--- src/rtl/helper_axis_pkg.sv ---
// Shared types and constants for the AXI-Stream burst generator and its LFSR helper.
package helper_axis_pkg;

    typedef enum logic [1:0] {
        MODE_COUNTER,
        MODE_LFSR,
        MODE_CONSTANT
    } mode_e;

    typedef enum logic [1:0] {
        StIdle,
        StOffer,
        StDone
    } state_e;

    localparam logic [31:0] LFSR_POLY = 32'h8020_0003;

    // Right-shifting Galois step: feedback taps applied when bit 0 shifts out.
    function automatic logic [31:0] lfsr_step(input logic [31:0] state);
        return state[0] ? ((state >> 1) ^ LFSR_POLY) : (state >> 1);
    endfunction

endpackage

--- src/rtl/helper_lfsr.sv ---
// 32-bit Galois LFSR with synchronous reload to SEED and an advance enable.
module helper_lfsr
    import helper_axis_pkg::*;
#(
    parameter logic [31:0] SEED      = 32'h1,
    parameter int unsigned OUT_WIDTH = 32
) (
    input  logic                 i_clk,
    input  logic                 i_rst,
    input  logic                 i_advance,
    output logic [OUT_WIDTH-1:0] o_data
);

    logic [31:0] r_state;

    always_ff @(posedge i_clk) begin
        if (i_rst) begin
            r_state <= SEED;
        end else if (i_advance) begin
            r_state <= lfsr_step(r_state);
        end
    end

    assign o_data = r_state[OUT_WIDTH-1:0];

endmodule

--- src/rtl/helper_axis_burst_generator.sv ---
// AXI-Stream beat source: counter, LFSR or constant data with periodic last,
// optional beat limit and optional pseudo-random idle gaps.
module helper_axis_burst_generator
    import helper_axis_pkg::*;
#(
    parameter int unsigned DATA_WIDTH   = 10,
    parameter mode_e       MODE         = MODE_COUNTER,
    parameter logic [31:0] START_VALUE  = 32'd0,
    parameter logic [31:0] STEP         = 32'd1,
    parameter logic [31:0] SEED         = 32'h1,
    parameter logic [31:0] BEAT_LIMIT   = 32'd0,
    parameter logic [15:0] LAST_PERIOD  = 16'd16,
    parameter bit          STALL_RANDOM = 1'b0
) (
    input  logic                  clk,
    input  logic                  rst,
    input  logic                  enable,
    output logic                  output_valid,
    output logic [DATA_WIDTH-1:0] output_data,
    output logic                  output_last,
    input  logic                  output_ready,
    output logic                  done,
    output logic [31:0]           beats_sent
);

    // The gate LFSR must never be seeded with zero.
    localparam logic [31:0] STALL_SEED = (~SEED == 32'd0) ? 32'h1 : ~SEED;

    state_e                r_state, w_state_next;
    logic                  r_valid, w_valid_next;
    logic                  r_last, w_last_next;
    logic                  r_done, w_done_next;
    logic [DATA_WIDTH-1:0] r_data, w_data_next;
    logic [31:0]           r_beats, w_beats_next;
    logic [15:0]           r_period, w_period_next;
    logic                  w_hs;
    logic                  w_gate;
    logic                  w_stall_bit;
    logic [DATA_WIDTH-1:0] w_lfsr_data;

    function automatic logic last_of(input logic [15:0] period, input logic [31:0] idx);
        return (period + 16'd1 == LAST_PERIOD) ||
               ((BEAT_LIMIT != 32'd0) && (idx == BEAT_LIMIT - 32'd1));
    endfunction

    helper_lfsr #(
        .SEED      (SEED),
        .OUT_WIDTH (DATA_WIDTH)
    ) u_data_lfsr (
        .i_clk     (clk),
        .i_rst     (rst),
        .i_advance (w_hs),
        .o_data    (w_lfsr_data)
    );

    helper_lfsr #(
        .SEED      (STALL_SEED),
        .OUT_WIDTH (1)
    ) u_stall_lfsr (
        .i_clk     (clk),
        .i_rst     (rst),
        .i_advance (1'b1),
        .o_data    (w_stall_bit)
    );

    assign w_hs   = r_valid & output_ready;
    assign w_gate = STALL_RANDOM ? w_stall_bit : 1'b1;

    always_comb begin
        w_state_next  = r_state;
        w_valid_next  = r_valid;
        w_last_next   = r_last;
        w_done_next   = r_done;
        w_data_next   = r_data;
        w_beats_next  = r_beats;
        w_period_next = r_period;
        case (r_state)
            StIdle: begin
                if (enable && w_gate) begin
                    w_state_next = StOffer;
                    w_valid_next = 1'b1;
                    w_last_next  = last_of(r_period, r_beats);
                end
            end
            StOffer: begin
                if (w_hs) begin
                    w_beats_next  = (r_beats == 32'hFFFF_FFFF) ? r_beats : r_beats + 32'd1;
                    w_period_next = r_last ? 16'd0 : r_period + 16'd1;
                    if (MODE == MODE_COUNTER) begin
                        w_data_next = r_data + STEP[DATA_WIDTH-1:0];
                    end
                    if ((BEAT_LIMIT != 32'd0) && (w_beats_next == BEAT_LIMIT)) begin
                        w_state_next = StDone;
                        w_valid_next = 1'b0;
                        w_last_next  = 1'b0;
                        w_done_next  = 1'b1;
                    end else if (enable && w_gate) begin
                        w_last_next = last_of(w_period_next, w_beats_next);
                    end else begin
                        w_state_next = StIdle;
                        w_valid_next = 1'b0;
                        w_last_next  = 1'b0;
                    end
                end
            end
            StDone: begin
            end
            default: begin
                w_state_next = StIdle;
                w_valid_next = 1'b0;
                w_last_next  = 1'b0;
            end
        endcase
    end

    always_ff @(posedge clk) begin
        if (rst) begin
            r_state  <= StIdle;
            r_valid  <= 1'b0;
            r_last   <= 1'b0;
            r_done   <= 1'b0;
            r_data   <= START_VALUE[DATA_WIDTH-1:0];
            r_beats  <= 32'd0;
            r_period <= 16'd0;
        end else begin
            r_state  <= w_state_next;
            r_valid  <= w_valid_next;
            r_last   <= w_last_next;
            r_done   <= w_done_next;
            r_data   <= w_data_next;
            r_beats  <= w_beats_next;
            r_period <= w_period_next;
        end
    end

    // The LFSR state is itself a register, so data stays stable while offered.
    assign output_data  = (MODE == MODE_LFSR) ? w_lfsr_data : r_data;
    assign output_valid = r_valid;
    assign output_last  = r_last;
    assign done         = r_done;
    assign beats_sent   = r_beats;

endmodule

--- config.mk ---
export PLATFORM = sky130hd
export DESIGN_NAME = helper_axis_burst_generator
export DESIGN_NICKNAME = d
export VERILOG_FILES = /design/src/rtl/helper_axis_pkg.sv /design/src/rtl/helper_lfsr.sv /design/src/rtl/helper_axis_burst_generator.sv
export SDC_FILE = /design/constraint.sdc
export NUM_CORES = 1
export LEC_CHECK = 0
export CAP_MARGIN = 25
export CORE_MARGIN = 2
export CORE_UTILIZATION = 38
export CTS_CLUSTER_DIAMETER = 50
export DETAILED_ROUTE_END_ITERATION = 7
export SLEW_MARGIN = 20
export SYNTH_ARGS = -nofsm -noshare
export SYNTH_HDL_FRONTEND = slang
export SYNTH_SLANG_ARGS = --single-unit
--- constraint.sdc ---
create_clock -name clk -period 3.11 [get_ports clk]
set_clock_uncertainty 0.1 [all_clocks]
set_input_delay 0.7775 -clock clk [delete_from_list [all_inputs] [get_ports clk]]
set_output_delay 0.7775 -clock clk [all_outputs]
set_load 0.005 [all_outputs]
======== Word level (Yosys, flattened, before mapping) ========
Cells that the tools add are included.
word-level totals
  flip-flop bits (word level) ............. 62
  word-level logic and storage cells ...... 39
  output and inout bits ................... 45
cells by class
  eq/ne operators ......................... 8
  muxes and demuxes ....................... 13
  bitwise logic cells ..................... 3
  reduce and logical (&&, ||, !) cells .... 5
  add/sub/neg operators ................... 4
operators with widths
  operator                                         count
  adder 16 x 1 -> 16 bit (second input constant)   2
  adder 32 x 1 -> 32 bit (second input constant)   1
  == test 16 x 5 -> 1 bit (second input constant)  2
  == test 32 bit (second input constant)           1
  2-to-1 mux 16 bit                                1
  adder 10 x 1 -> 10 bit (second input constant)   1
  2-to-1 mux 1 bit                                 6
  2-to-1 mux 2 bit                                 3
  case mux 1 bit (3 select lines)                  2
  case mux 2 bit (3 select lines)                  1
  AND reduction 3 bit                              2
  != test 2 bit (second input constant)            2
  AND reduction 4 bit                              1
  == test 2 x 1 -> 1 bit (second input constant)   1
  == test 2 bit (second input constant)            1
  zero test 2 bit                                  1
  != test 2 x 1 -> 1 bit (second input constant)   1
  inverter 1 bit                                   2
  AND reduction 2 bit                              1
  bitwise AND 1 bit                                1

======== Depth between registers and ports, before layout ========
  depth in word-level cells ............... 7
  gate-level depth with buffers ........... 9
  mapped depth without buffers ............ 8

======== Worst setup path before layout ========
Ideal clock, no wire load.
  path type ............................... input port to flip-flop
  start ................................... in output_ready
  end ..................................... reg r_beats[24] (netlist: beats_sent[24])
  data arrival time ....................... 2040 ps
  slack ................................... 841 ps
  buffers on the path ..................... 1
  setup time .............................. 128 ps
  stages on the path ...................... 8
  path through ............................ and2_1 > clkbuf_1 > nand3_1 > nor2_1 > and3_4 > nand2_1 > xnor2_1 > nor2b_1
on the way
  cells in the longest elaborated chain, start to end .. 2
RTL lines
  element                               line                                RTL
  start: declaration                    helper_axis_burst_generator.sv:21   input logic output_ready,
  bitwise AND 1 bit                     helper_axis_burst_generator.sv:66   assign w_hs = r_valid & output_ready;
  AND reduction 3 bit (no source line)  -
  end signal: assignment                helper_axis_burst_generator.sv:131  r_beats <= w_beats_next;
  end: declaration                      helper_axis_burst_generator.sv:34   logic [31:0] r_beats, w_beats_next;
No other way between the ends.
A chain may end at the register's enable or synchronous reset.

======== Worst setup path after layout ========
  start ................................... reg r_period[0]
  end ..................................... reg r_last (netlist: output_last)
on the way
  cells in the longest elaborated chain, start to end .. 7
  elaborated cells on any way between the ends .. 9
RTL lines
  element                              line                                                                  RTL
  start: declaration                   helper_axis_burst_generator.sv:35                                     logic [15:0] r_period, w_period_next;
  start signal: assignment             helper_axis_burst_generator.sv:132                                    r_period <= w_period_next;
  adder 16 x 1 -> 16 bit (*)           helper_axis_burst_generator.sv:42, helper_axis_burst_generator.sv:88
  2-to-1 mux 16 bit                    helper_axis_burst_generator.sv:88                                     w_period_next = r_last ? 16'd0 : r_period + 16'd1;
  adder 16 x 1 -> 16 bit               helper_axis_burst_generator.sv:42                                     return (period + 16'd1 == LAST_PERIOD) ||
  == test 16 x 5 -> 1 bit              helper_axis_burst_generator.sv:42
  2-to-1 mux 1 bit                     helper_axis_burst_generator.sv:97                                     end else if (enable && w_gate) begin
  2-to-1 mux 1 bit                     helper_axis_burst_generator.sv:86                                     if (w_hs) begin
  case mux 1 bit (3 select lines) (*)  helper_axis_burst_generator.sv:77                                     case (r_state)
  end signal: assignment               helper_axis_burst_generator.sv:128                                    r_last <= w_last_next;
  end: declaration                     helper_axis_burst_generator.sv:31                                     logic r_last, w_last_next;
Every way passes the cells marked *; elsewhere a longest branch is shown, timed or not. The select of a mux whose other input is x is not followed.

==> flow_summary_export.csv <==
group,metric,value,unit
timing,hold_viol,0,
cts,h-tree-depth,3,
place,port_buffers,47,
die,start_util,39.38,%
routing,wl_per_cell,13.24,µm
cts,cts-resized-gates,0,
synth,synthAdderAreaFrac,1.160,%
synth,async_flop_share,0,%
cts,clkTransAtPathRegs,0.06,ns
setup_path,crit_chain,"ha_1, nand3_1, buf_4, a21oi_1, o22a_1, nor4_1, nand4_1, mux2_2, o22ai_1",
global_routing,grt_pass1_vias,2576,
layout,nNetsFinal,465,
synth,synth_compound_area_share,9.899,%
global_routing,grt_first_pass_wirelength,12.32,mm
setup_path,cp_slowest_cell,"nor4_1",
place,pre_cts_ws,0.2813,ns
die,die_w,96.28,µm
power,ir_drop,0.2203,mV
layout,layout-drive-gt1-share,7.143,%
routing,drc,0,
synth,syn-instance-count,421,
layout,fin_area,3961,µm²
cts,postCtsSetupBuffers,0,
routing,drt-total-wl,7.505,mm
setup_path,r2r_cells,9,
synth,avgSynthCellArea,7.686,µm²
place,dp_cells,552,
routing,drt_first_pass_iters,5,
timing,fmaxAchievable,377.9,MHz
setup_path,reg2reg_to,"output_last",
global_routing,grt_antenna_before_repair,0,
layout,finalNonFillerCells,567,
setup_path,crit_required,3.27,ns
die,row_count,33,
synth,synth-edff-count,0,
setup_path,path_buf_inv,1,
global_routing,grt_util_all_layers,16.99,%
cts,holdBufCountCts,0,
timing,hold_ws,0.3746,ns
synth,synth_nets,428,
power,power.leakage,1.339,nW
cts,cts_root_buf,"clkbuf_8",
worst_hold_path,hold_path.class,"reg -> reg",
cts,clk_latency,0.34,ns
synth,synth_ff_type,"dfxtp_1",
setup_path,arrival,2.81,ns
setup_path,path_delay_family,"simple AND/OR/NAND/NOR gates",
synth,synthMuxAreaShare,1.585,%
power,total_power,1.495,mW
place,dpl_cell_area,3780,µm²
timing,setup_ws,0.4636,ns
setup_path,cp.depth,9,
synth,syn_area,3236,µm²
setup_path,critPathLaunchType,"flip-flop",
run,cap_violations,0,
synth,yosysUniqueCellTypes,50,
timing,rsz0062_at_grt,"no",
setup_path,endpoint,"output_last",
die,die_h,96.28,µm
cts,cts_buffers,9,
cts,clockBufferDepth,2,
die,die-area,9269,µm²
setup_path,cpPeakStageDelay,0.49,ns
timing,min_period,2.646,ns
global_routing,grt_overflow,0,
synth,synthXorXnorAreaFrac,12.18,%
routing,avgViaCountPerCell,5.146,
place,dp_hpwl,5.247,mm
setup_path,reg2reg_setup_slack,0.46,ns
die,io_pins,49,
timing,setup_viol,0,
global_routing,grt_max_degree,30,
cts,clock-sinks,60,
cts,cts_tree,"done",
timing,worst_pin_slew,0.6414,ns
synth,synth_seq_cells,60,
synth,yosys.area_share.simple,33.26,%
place,place_congestion,0.8978,
setup_path,endpoint_kind,"flip-flop",
setup_path,path_class,"reg -> reg",
synth,synth_top_family_by_area,"simple AND/OR/NAND/NOR gates",
timing,min_period_over_period,85.09,%
routing,ant_nets,0,
run_status,outcome,"finished, final reports clean",
routing,drt-initial-drc-count,118,
synth,yosysSeqAreaShare,37.12,%
synth,ys_warn_count,0,
routing,num_vias,2918,
layout,fin_util,48.21,%
timing,slew_viol_final,0,
timing,fin_setup_tns,0,ns
timing,maxSlewHeadroom,56.85,%
power,power_density,377.3,nW/µm²
layout,area_growth,22.43,%
setup_path,startpoint,"r_period[0]",
setup_path,r2r_start,"r_period[0]",
die,core,8217,µm²
layout,antennaDiodeCount,0,
setup_path,worstPathMaxFanout,9,
## cell families after synthesis
family	Yosys count
and+or+nand+nor	215
DFF	60
AOI/OAI and AO/OA	55
xor gates and xnor gates	45
buffers and inverters	37
muxes	5
adders and majority gates	3
other	1
## where the power goes
part	switching [mW]	internal, mW	total, mW	leakage [nW]
sequential	0.00747	0.773	0.780	0.484
combinational	0.0320	0.0206	0.0526	0.759
clock	0.299	0.363	0.662	0.0959
## routing by layer
layer | vias to the layer above | routed length, µm | GRT usage, %
li1 | 1525 | - | -
met1 | 1315 | 3816 | 24.57
met2 | 72 | 3153 | 24.42
met3 | 6 | 459 | 4.933
met4 | 0 | 76 | 4.643
met5 | - | 0 | 0
## Yosys cell counts (2+ instances only)
cell	number	area, µm²
and3_1	4	25.02
ha_1	3	37.54
nor2b_1	5	31.28
nor2_2	2	12.51
and2_1	4	25.02
and4_1	6	52.55
xor2_1	26	227.7
dfxtp_1	60	1201
nor2_1	81	304.0
buf_2	7	35.03
a31oi_1	5	31.28
nand2_1	34	127.6
o22ai_1	2	12.51
or3_1	7	43.79
a21oi_1	32	160.2
xnor2_1	19	166.4
nand2b_1	3	18.77
mux2i_1	4	40.04
o21ai_0	7	35.03
nand3_1	20	100.1
nor3_1	11	55.05
nor3_2	2	20.02
clkbuf_1	19	71.32
inv_1	8	30.03
nand4_1	18	112.6
nor4_1	8	50.05
## area by class of cell
| cell class | count | area [µm²] |
|---|---|---|
| fillers | 792 | 4255 |
| clock inverters | 5 | 53.80 |
| well taps | 105 | 131.4 |
| repair buffers | 54 | 530.5 |
| clock buffers | 10 | 127.6 |
| inverters | 9 | 33.78 |
| flip-flops and latches | 60 | 1201 |
| multi-input cells | 324 | 1883 |
## placed cells by master (no fill, tap or decap), types with 2 or more instances in the layout
cell             count
and3_1               4
and2_1               4
or3_1                7
buf_4                6
and4_1               6
clkdlybuf4s50_1     46
dfxtp_1             60
nor3_1              11
ha_1                 3
xnor2_1             19
clkinv_2             3
a31oi_1              5
a21oi_1             32
o21ai_0              7
mux2i_1              4
nand4_1             18
nor2_2               2
o22ai_1              2
nor2b_1              5
nand3_1             20
inv_1                8
nor3_2               2
clkbuf_8             9
nand2_1             34
nor4_1               8
nand2b_1             3
xor2_1              26
nor2_1              81
## flip-flops by register name, summed over array words and instances (netlist names)
signal,flops
output_data,10
r_period,16
r_state,1
beats_sent,32
output_last,1
## worst reg2reg max path: stages, from the launching register on
cell	delay [ns]
dfxtp_1	0.38
ha_1	0.32
nand3_1	0.26
buf_4	0.20
a21oi_1	0.06
o22a_1	0.19
nor4_1	0.49
nand4_1	0.16
mux2_2	0.30
o22ai_1	0.11
## worst min-delay path by stage
stage                             from      endpoint  slack (ns)  cells past startpoint
final                     r_period[15]  r_period[15]        0.37                      2
after global routing      r_period[15]  r_period[15]        0.40                      2
after CTS                 r_period[15]  r_period[15]        0.38                      2
after detailed placement  r_period[15]  r_period[15]        0.37                      2
after global placement    r_period[15]  r_period[15]        0.34                      2
after floorplan           r_period[15]  r_period[15]        0.33                      2
Power figures use the tool's default switching activity.
